## src/rtl/axis_rr_packet_mux_if.sv

```systemverilog
// AXI-Stream bundle shared by the mux's input side (NUM lanes) and output side (single lane).
`timescale 1ns/1ps
interface axis_rr_packet_mux_if #(
  parameter int unsigned NUM        = 1,
  parameter int unsigned DATA_WIDTH = 8,
  parameter int unsigned ID_WIDTH   = 1
);
  logic [NUM-1:0]            tvalid;
  logic [NUM-1:0]            tready;
  logic [NUM-1:0]            tlast;
  logic [NUM*DATA_WIDTH-1:0] tdata;
  logic [ID_WIDTH-1:0]       tid;

  modport master (output tvalid, tdata, tlast, tid, input tready);
  modport slave  (input tvalid, tdata, tlast, output tready);
endinterface

```

## src/rtl/axis_rr_packet_mux.sv

```systemverilog
// Round-robin AXI-Stream mux: packet-granular (or beat-granular) arbitration
// with a one-stage registered output.
`timescale 1ns/1ps
module axis_rr_packet_mux #(
  parameter int unsigned CHANNEL_NUM = 4,
  parameter int unsigned DATA_WIDTH  = 32,
  parameter int unsigned ARB_MODE    = 0
) (
  input  logic                    clk_i,
  input  logic                    rst_n_i,
  axis_rr_packet_mux_if.slave     s,
  axis_rr_packet_mux_if.master    m,
  output logic [CHANNEL_NUM-1:0]  sel_o
);

  localparam int unsigned ID_WIDTH = $clog2(CHANNEL_NUM);

  typedef enum logic {IDLE, BUSY} state_e;

  state_e                state_q, state_d;
  logic [ID_WIDTH-1:0]   grant_q, grant_d;
  logic [ID_WIDTH-1:0]   last_grant_q, last_grant_d;
  logic                  m_tvalid_q, m_tvalid_d;
  logic                  m_tlast_q, m_tlast_d;
  logic [DATA_WIDTH-1:0] m_tdata_q, m_tdata_d;
  logic [ID_WIDTH-1:0]   m_tid_q, m_tid_d;

  logic                   ready_c;
  logic                   accept_c;
  logic                   found_c;
  logic [ID_WIDTH-1:0]    pick_c;
  logic [ID_WIDTH-1:0]    cand_c;
  logic [CHANNEL_NUM-1:0] tready_c;
  int unsigned            idx_c;

  // Rotating search for the next requester, starting just past the last grantee.
  always_comb begin
    found_c = 1'b0;
    pick_c  = '0;
    cand_c  = '0;
    idx_c   = 0;
    for (int unsigned i = 0; i < CHANNEL_NUM; i++) begin
      idx_c  = (32'(last_grant_q) + 32'd1 + i) % CHANNEL_NUM;
      cand_c = ID_WIDTH'(idx_c);
      if (!found_c && s.tvalid[cand_c]) begin
        found_c = 1'b1;
        pick_c  = cand_c;
      end
    end
  end

  // Next-state, grant and output-register logic.
  always_comb begin
    state_d      = state_q;
    grant_d      = grant_q;
    last_grant_d = last_grant_q;
    m_tvalid_d   = m_tvalid_q && !m.tready[0];
    m_tlast_d    = m_tlast_q;
    m_tdata_d    = m_tdata_q;
    m_tid_d      = m_tid_q;
    tready_c     = '0;
    ready_c      = (state_q == BUSY) && (!m_tvalid_q || m.tready[0]);
    accept_c     = ready_c && s.tvalid[grant_q];
    tready_c[grant_q] = ready_c;

    unique case (state_q)
      IDLE: begin
        if (found_c) begin
          state_d = BUSY;
          grant_d = pick_c;
        end
      end
      BUSY: begin
        if (accept_c) begin
          m_tvalid_d = 1'b1;
          m_tdata_d  = s.tdata[32'(grant_q)*DATA_WIDTH +: DATA_WIDTH];
          m_tlast_d  = s.tlast[grant_q];
          m_tid_d    = grant_q;
          if (ARB_MODE != 0 || s.tlast[grant_q]) begin
            state_d      = IDLE;
            last_grant_d = grant_q;
          end
        end
      end
      default: state_d = IDLE;
    endcase
  end

  always_ff @(posedge clk_i or negedge rst_n_i) begin
    if (!rst_n_i) begin
      state_q      <= IDLE;
      grant_q      <= '0;
      last_grant_q <= ID_WIDTH'(CHANNEL_NUM - 1);
      m_tvalid_q   <= 1'b0;
      m_tlast_q    <= 1'b0;
      m_tdata_q    <= '0;
      m_tid_q      <= '0;
    end else begin
      state_q      <= state_d;
      grant_q      <= grant_d;
      last_grant_q <= last_grant_d;
      m_tvalid_q   <= m_tvalid_d;
      m_tlast_q    <= m_tlast_d;
      m_tdata_q    <= m_tdata_d;
      m_tid_q      <= m_tid_d;
    end
  end

  always_comb begin
    sel_o = '0;
    if (state_q == BUSY) sel_o[grant_q] = 1'b1;
  end

  assign s.tready = tready_c;
  assign m.tvalid = m_tvalid_q;
  assign m.tdata  = m_tdata_q;
  assign m.tlast  = m_tlast_q;
  assign m.tid    = m_tid_q;

endmodule

```

## src/flat_wrapper.sv

```systemverilog
// flat-port wrapper written by rule: the top's interface ports become plain ports
module axis_rr_packet_mux_flat 
#(
  parameter int unsigned CHANNEL_NUM = 4,
  parameter int unsigned DATA_WIDTH  = 32,
  parameter int unsigned ARB_MODE    = 0
)
  (clk_i, rst_n_i, sel_o, s_tvalid, s_tdata, s_tlast, s_tready, m_tvalid, m_tdata, m_tlast, m_tid, m_tready);
  axis_rr_packet_mux_if #(.NUM((4)), .DATA_WIDTH(DATA_WIDTH), .ID_WIDTH((2))) s_i ();
  axis_rr_packet_mux_if #(.NUM(1), .DATA_WIDTH(DATA_WIDTH), .ID_WIDTH((2))) m_i ();
  input  logic clk_i;
  input  logic rst_n_i;
  output logic [CHANNEL_NUM-1:0] sel_o;
  input wire logic [$bits(s_i.tvalid)-1:0] s_tvalid;
  input wire logic [$bits(s_i.tdata)-1:0] s_tdata;
  input wire logic [$bits(s_i.tlast)-1:0] s_tlast;
  output wire logic [$bits(s_i.tready)-1:0] s_tready;
  output wire logic [$bits(m_i.tvalid)-1:0] m_tvalid;
  output wire logic [$bits(m_i.tdata)-1:0] m_tdata;
  output wire logic [$bits(m_i.tlast)-1:0] m_tlast;
  output wire logic [$bits(m_i.tid)-1:0] m_tid;
  input wire logic [$bits(m_i.tready)-1:0] m_tready;
  assign s_i.tvalid = s_tvalid;
  assign s_i.tdata = s_tdata;
  assign s_i.tlast = s_tlast;
  assign s_tready = s_i.tready;
  assign m_tvalid = m_i.tvalid;
  assign m_tdata = m_i.tdata;
  assign m_tlast = m_i.tlast;
  assign m_tid = m_i.tid;
  assign m_i.tready = m_tready;
  axis_rr_packet_mux #(.CHANNEL_NUM(CHANNEL_NUM), .DATA_WIDTH(DATA_WIDTH), .ARB_MODE(ARB_MODE)) u_core (.clk_i(clk_i), .rst_n_i(rst_n_i), .s(s_i), .m(m_i), .sel_o(sel_o));
endmodule
```

## config.mk

```make
export PLATFORM = sky130hd
export DESIGN_NAME = axis_rr_packet_mux_flat
export DESIGN_NICKNAME = d
export VERILOG_FILES = /design/src/rtl/axis_rr_packet_mux_if.sv /design/src/rtl/axis_rr_packet_mux.sv /design/src/flat_wrapper.sv
export SDC_FILE = /design/constraint.sdc
export NUM_CORES = 1
export LEC_CHECK = 0
export CORE_UTILIZATION = 36
export CTS_CLUSTER_SIZE = 24
export DETAILED_ROUTE_END_ITERATION = 8
export PLACE_DENSITY_LB_ADDON = 0.2
export SLEW_MARGIN = 20
export SYNTH_ARGS = -nofsm -noshare
export SYNTH_HDL_FRONTEND = slang
export SYNTH_SLANG_ARGS = --single-unit
```

## constraint.sdc

```tcl
create_clock -name clk_i -period 2.05 [get_ports clk_i]
set_input_delay 0.3075 -clock clk_i [delete_from_list [all_inputs] [get_ports clk_i]]
set_output_delay 0.3075 -clock clk_i [all_outputs]
set_load 0.01 [all_outputs]
```

==> summary.md, run 1 <==
| Metric | Value |
|---|---|
| Library cell with the largest summed area after synthesis | `sky130_fd_sc_hd__dfrtp_1` |
| Result of the run | `completed` |
| Share of flip-flops with an asynchronous set or reset | `1.00` |
| Area overhead of the layout relative to synthesis | `78.8%` |
| Total inserted antenna cells | `0` |
| Global route total overflow | `0` |
| Switching portion of total power | `0.317` |
| Setup slack at placement | `-0.00869 ns` |
| Standard-cell row count | `31` |
| Internal cell power | `4.38 mW` |
| Peak fanout along the critical path | `6` |
| Die Span Y | `88.4 um` |
| Number of flip-flops and latches in the synthesized netlist | `41` |
| Final period util | `0.949` |
| Type of destination of the critical path | `output pin` |
| Fin Hold WS | `0.492 ns` |
| Clock group share of total power | `0.103` |
| Switching power | `2.03 mW` |
| Fin Clk Skew | `0.00364 ns` |
| Post-Syn Area per Cell | `17.0 um^2` |
| Initial DRC Count | `47` |
| Post-synth EDFFs | `0` |
| Final hold viol count | `0` |
| Final-stage net count | `492` |
| DRT Wirelength | `7.36 mm` |
| H-tree Lvls | `2` |
| Warning count from the yosys run | `0` |
| Post-DR wirelength/cell | `16.2 um` |
| Complex-gate fraction of the synthesized area | `0.0237` |
| Overall power | `6.40 mW` |
| Max cap viols | `0` |
| Fraction of final layout cells sized beyond drive strength 1 | `0.280` |
| Adder-Cell Fraction of Synth Area | `0` |
| Die area | `0.00782 mm^2` |
| Most numerous cell in the Yosys netlist | `sky130_fd_sc_hd__dfrtp_1` |
| Largest cells by area after synthesis | `sky130_fd_sc_hd__dfrtp_1 (36%), sky130_fd_sc_hd__mux4_2 (23%), sky130_fd_sc_hd__mux2_4 (15%)` |
| Portion of netlist area occupied by mux cells | `0.491` |
| Synthesized area | `0.00269 mm^2` |
| Post-route standard cell area excluding fillers | `0.00480 mm^2` |
| Synth Instances | `158` |
| Post-Layout Cell Count | `453` |
| Input/output buffers | `182` |
| Area share of the leading cell type in the synthesized netlist | `0.363` |
| Sequential cell area fraction in the yosys report | `0.383` |
| Largest net degree at the start of global routing | `35` |
| Dominant combinational cell family by area after synthesis | `multiplexers` |
| Number of pins exceeding their max-slew limit in the final report | `0` |
| Placed instance count | `439` |
| Clk buf depth | `2` |
| Power share of the combinational group | `0.655` |
| Filler instances | `563` |
| Sort of element at the start of the critical path | `flip-flop` |
| Post-synth top flop | `sky130_fd_sc_hd__dfrtp_1` |
| Total CTS buffers | `5` |
| First-pass iteration count of the detailed router | `4` |
| Arrival time at the worst endpoint | `1.64 ns` |
| Top-level port count | `183` |
| Number of global-route vias before repair | `2,207` |
| Latest clock arrival within the worst-skew pair | `0.28 ns` |
| Final sum of negative setup slack | `0 ns` |
| Setup repair after global routing missed its margin | `no` |
| Global-route wire length before repair | `10.9 mm` |
| DRT antenna net count | `0` |
| Post-route DRC | `0` |
| Simple-gate share of the synthesized area | `0.0489` |
| XOR/XNOR Fraction of Synth Area | `0` |
| Setup WS post-layout | `0.104 ns` |
| Half-perimeter wire length after placement | `5.88 mm` |
| Final core utilization | `0.662` |
| Total nets after synthesis | `297` |
| Post-DR vias/cell | `4.91` |
| Standard cell area after detailed placement | `0.00462 mm^2` |
| Number of antenna violations at the first check in global routing | `0` |
| Root buffer cell | `sky130_fd_sc_hd__clkbuf_8` |
| Slew Limit Headroom | `0.681` |
| Classification of the worst setup path | `flip-flop to output pin` |
| Starting utilization of the core area | `0.371` |
| Final critical delay including setup and external delays | `1.95 ns` |
| Critical path required time | `1.74 ns` |
| Highest clock rate | `0.514 GHz` |
| Number of failing setup endpoints in the final timing report | `0` |
| Routability-driven placement congestion ratio | `0.723` |
| Top post-synthesis cells by count | `sky130_fd_sc_hd__dfrtp_1 (39), sky130_fd_sc_hd__mux2_4 (27), sky130_fd_sc_hd__mux4_2 (27)` |
| Yosys cell types | `31` |
| Num Clock Sinks | `41` |
| VDD IR max | `0.603 mV` |
| Static Leakage | `1.99 nW` |
| Number of vias in the routed layout | `2,223` |
| Class of the worst hold path | `flip-flop to flip-flop` |
| Die W | `88.4 um` |
| CORE AREA | `0.00725 mm^2` |
| Power density normalized to cell area | `1330 mW/mm^2` |
| Measured slew at the worst slew-check pin | `0.478 ns` |
| Part of the power in registers | `0.242` |
| Post-CTS clock slew at the launch and capture registers of the worst setup and hold paths | `0.07 ns` |
| CTS tree | `done` |
| Total GRT Usage | `0.187` |
-- per-layer routing --
layer / share of wire / track usage / vias up
met3: 0.091 / 0.0625 / 5
met1: 0.36 / 0.205 / 1084
li1: - / - / 1025
met2: 0.54 / 0.349 / 109
met4: 0.0079 / 0.0440 / 0
met5: 0 / 0 / -
-- power groups by stage --
stage / Sequential (mW) / Clock [mW] / Combinational, mW
2_1_floorplan: 1.68 / 0 / 2.54
3_5_place_dp: 1.60 / 0 / 4.11
6_report: 1.55 / 0.660 / 4.20
5_1_grt: 1.62 / 0.723 / 4.48
3_3_place_gp: 1.59 / 0 / 4.05
4_1_cts: 1.55 / 0.688 / 4.25
-- placed cells by master (no fill, tap or decap), types with 2 or more instances in the layout --
master | Yosys | routed
sky130_fd_sc_hd__a21o_1 | 2 | 2
sky130_fd_sc_hd__and2_1 | 2 | 2
sky130_fd_sc_hd__and3_1 | 2 | 2
sky130_fd_sc_hd__buf_12 | 4 | 2
sky130_fd_sc_hd__buf_4 | 0 | 16
sky130_fd_sc_hd__clkbuf_8 | 0 | 6
sky130_fd_sc_hd__clkdlybuf4s50_1 | 0 | 180
sky130_fd_sc_hd__dfrtp_1 | 39 | 37
sky130_fd_sc_hd__dfrtp_2 | 0 | 2
sky130_fd_sc_hd__dfstp_2 | 2 | 2
sky130_fd_sc_hd__inv_1 | 2 | 2
sky130_fd_sc_hd__mux2_2 | 9 | 9
sky130_fd_sc_hd__mux2_4 | 27 | 27
sky130_fd_sc_hd__mux2i_1 | 2 | 2
sky130_fd_sc_hd__mux4_1 | 7 | 7
sky130_fd_sc_hd__mux4_2 | 27 | 27
sky130_fd_sc_hd__nand2_1 | 3 | 3
sky130_fd_sc_hd__nand2b_1 | 3 | 2
sky130_fd_sc_hd__nor2_1 | 4 | 4
sky130_fd_sc_hd__nor3_2 | 0 | 2
-- logic make-up (layout without fill, tap and decap cells) --
logic type             after synthesis  in the layout
and+or+nand+nor                     22             22
DFF                                 41             41
muxes                               72             72
AOI/OAI and AO/OA                    8              8
buffers and inverters               15            211
-- worst max-delay path: stages (launching register included) --
cell and delay (ns):
sky130_fd_sc_hd__dfrtp_2 0.46, sky130_fd_sc_hd__nor3_2 0.22, sky130_fd_sc_hd__and2_1 0.15, sky130_fd_sc_hd__clkdlybuf4s50_1 0.53
-- final timing paths --
kind,from,endpoint,slack [ns],depth (start not counted)
worst min-delay path,u_core.m.tlast,u_core.m.tlast,0.49,1
worst max-delay path,u_core.grant_q[0],s_tready[0],0.10,3
worst max register to register,u_core.grant_q[1],u_core.m.tdata[1],0.18,5
min in group asynchronous,rst_n_i,u_core.m.tdata[26],0.50,2
max in group asynchronous,rst_n_i,u_core.m.tdata[12],0.88,3
worst min register to register,u_core.m.tlast,u_core.m.tlast,0.49,1
-- final cells by class --
type / instances / area [um^2] / area share
tap: 99 / 124 / 0.0258
sequential: 41 / 1030 / 0.215
clock buffer: 7 / 86.3 / 0.0180
inverter: 2 / 7.51 / 0.00156
timing repair buffer: 201 / 1990 / 0.414
multi-input combinational: 102 / 1540 / 0.320
clock inverter: 1 / 30.0 / 0.00625
-- repair_timing --
action / in CTS / in global routing
resized for setup: 1 / 4
buffers inserted: 5 / 0
hold endpoints to repair: 18 / 0
hold buffers: 1 / 0
setup endpoints to repair: 4 / 3
-- registers in the layout (all words and copies together) (netlist names) --
name / count
u_core.m.tdata: 32
u_core.last_grant_q: 2
u_core.state_q: 1
u_core.m.tlast: 1
u_core.grant_q: 2
u_core.m.tid: 2
u_core.m.tvalid: 1
Power figures use the tool's default switching activity.
==> inputs of run 2 (changes only) <==
Settings changed: CTS_CLUSTER_DIAMETER set to 100.
==> results of run 2 <==
No change in the layout: final DEF, timing and power equal those of run 1.
==> inputs of run 3 (changes only) <==
Settings changed: SLEW_MARGIN 20 to 40.
==> results of run 3 <==
No change in the layout: final DEF, timing and power equal those of run 1.
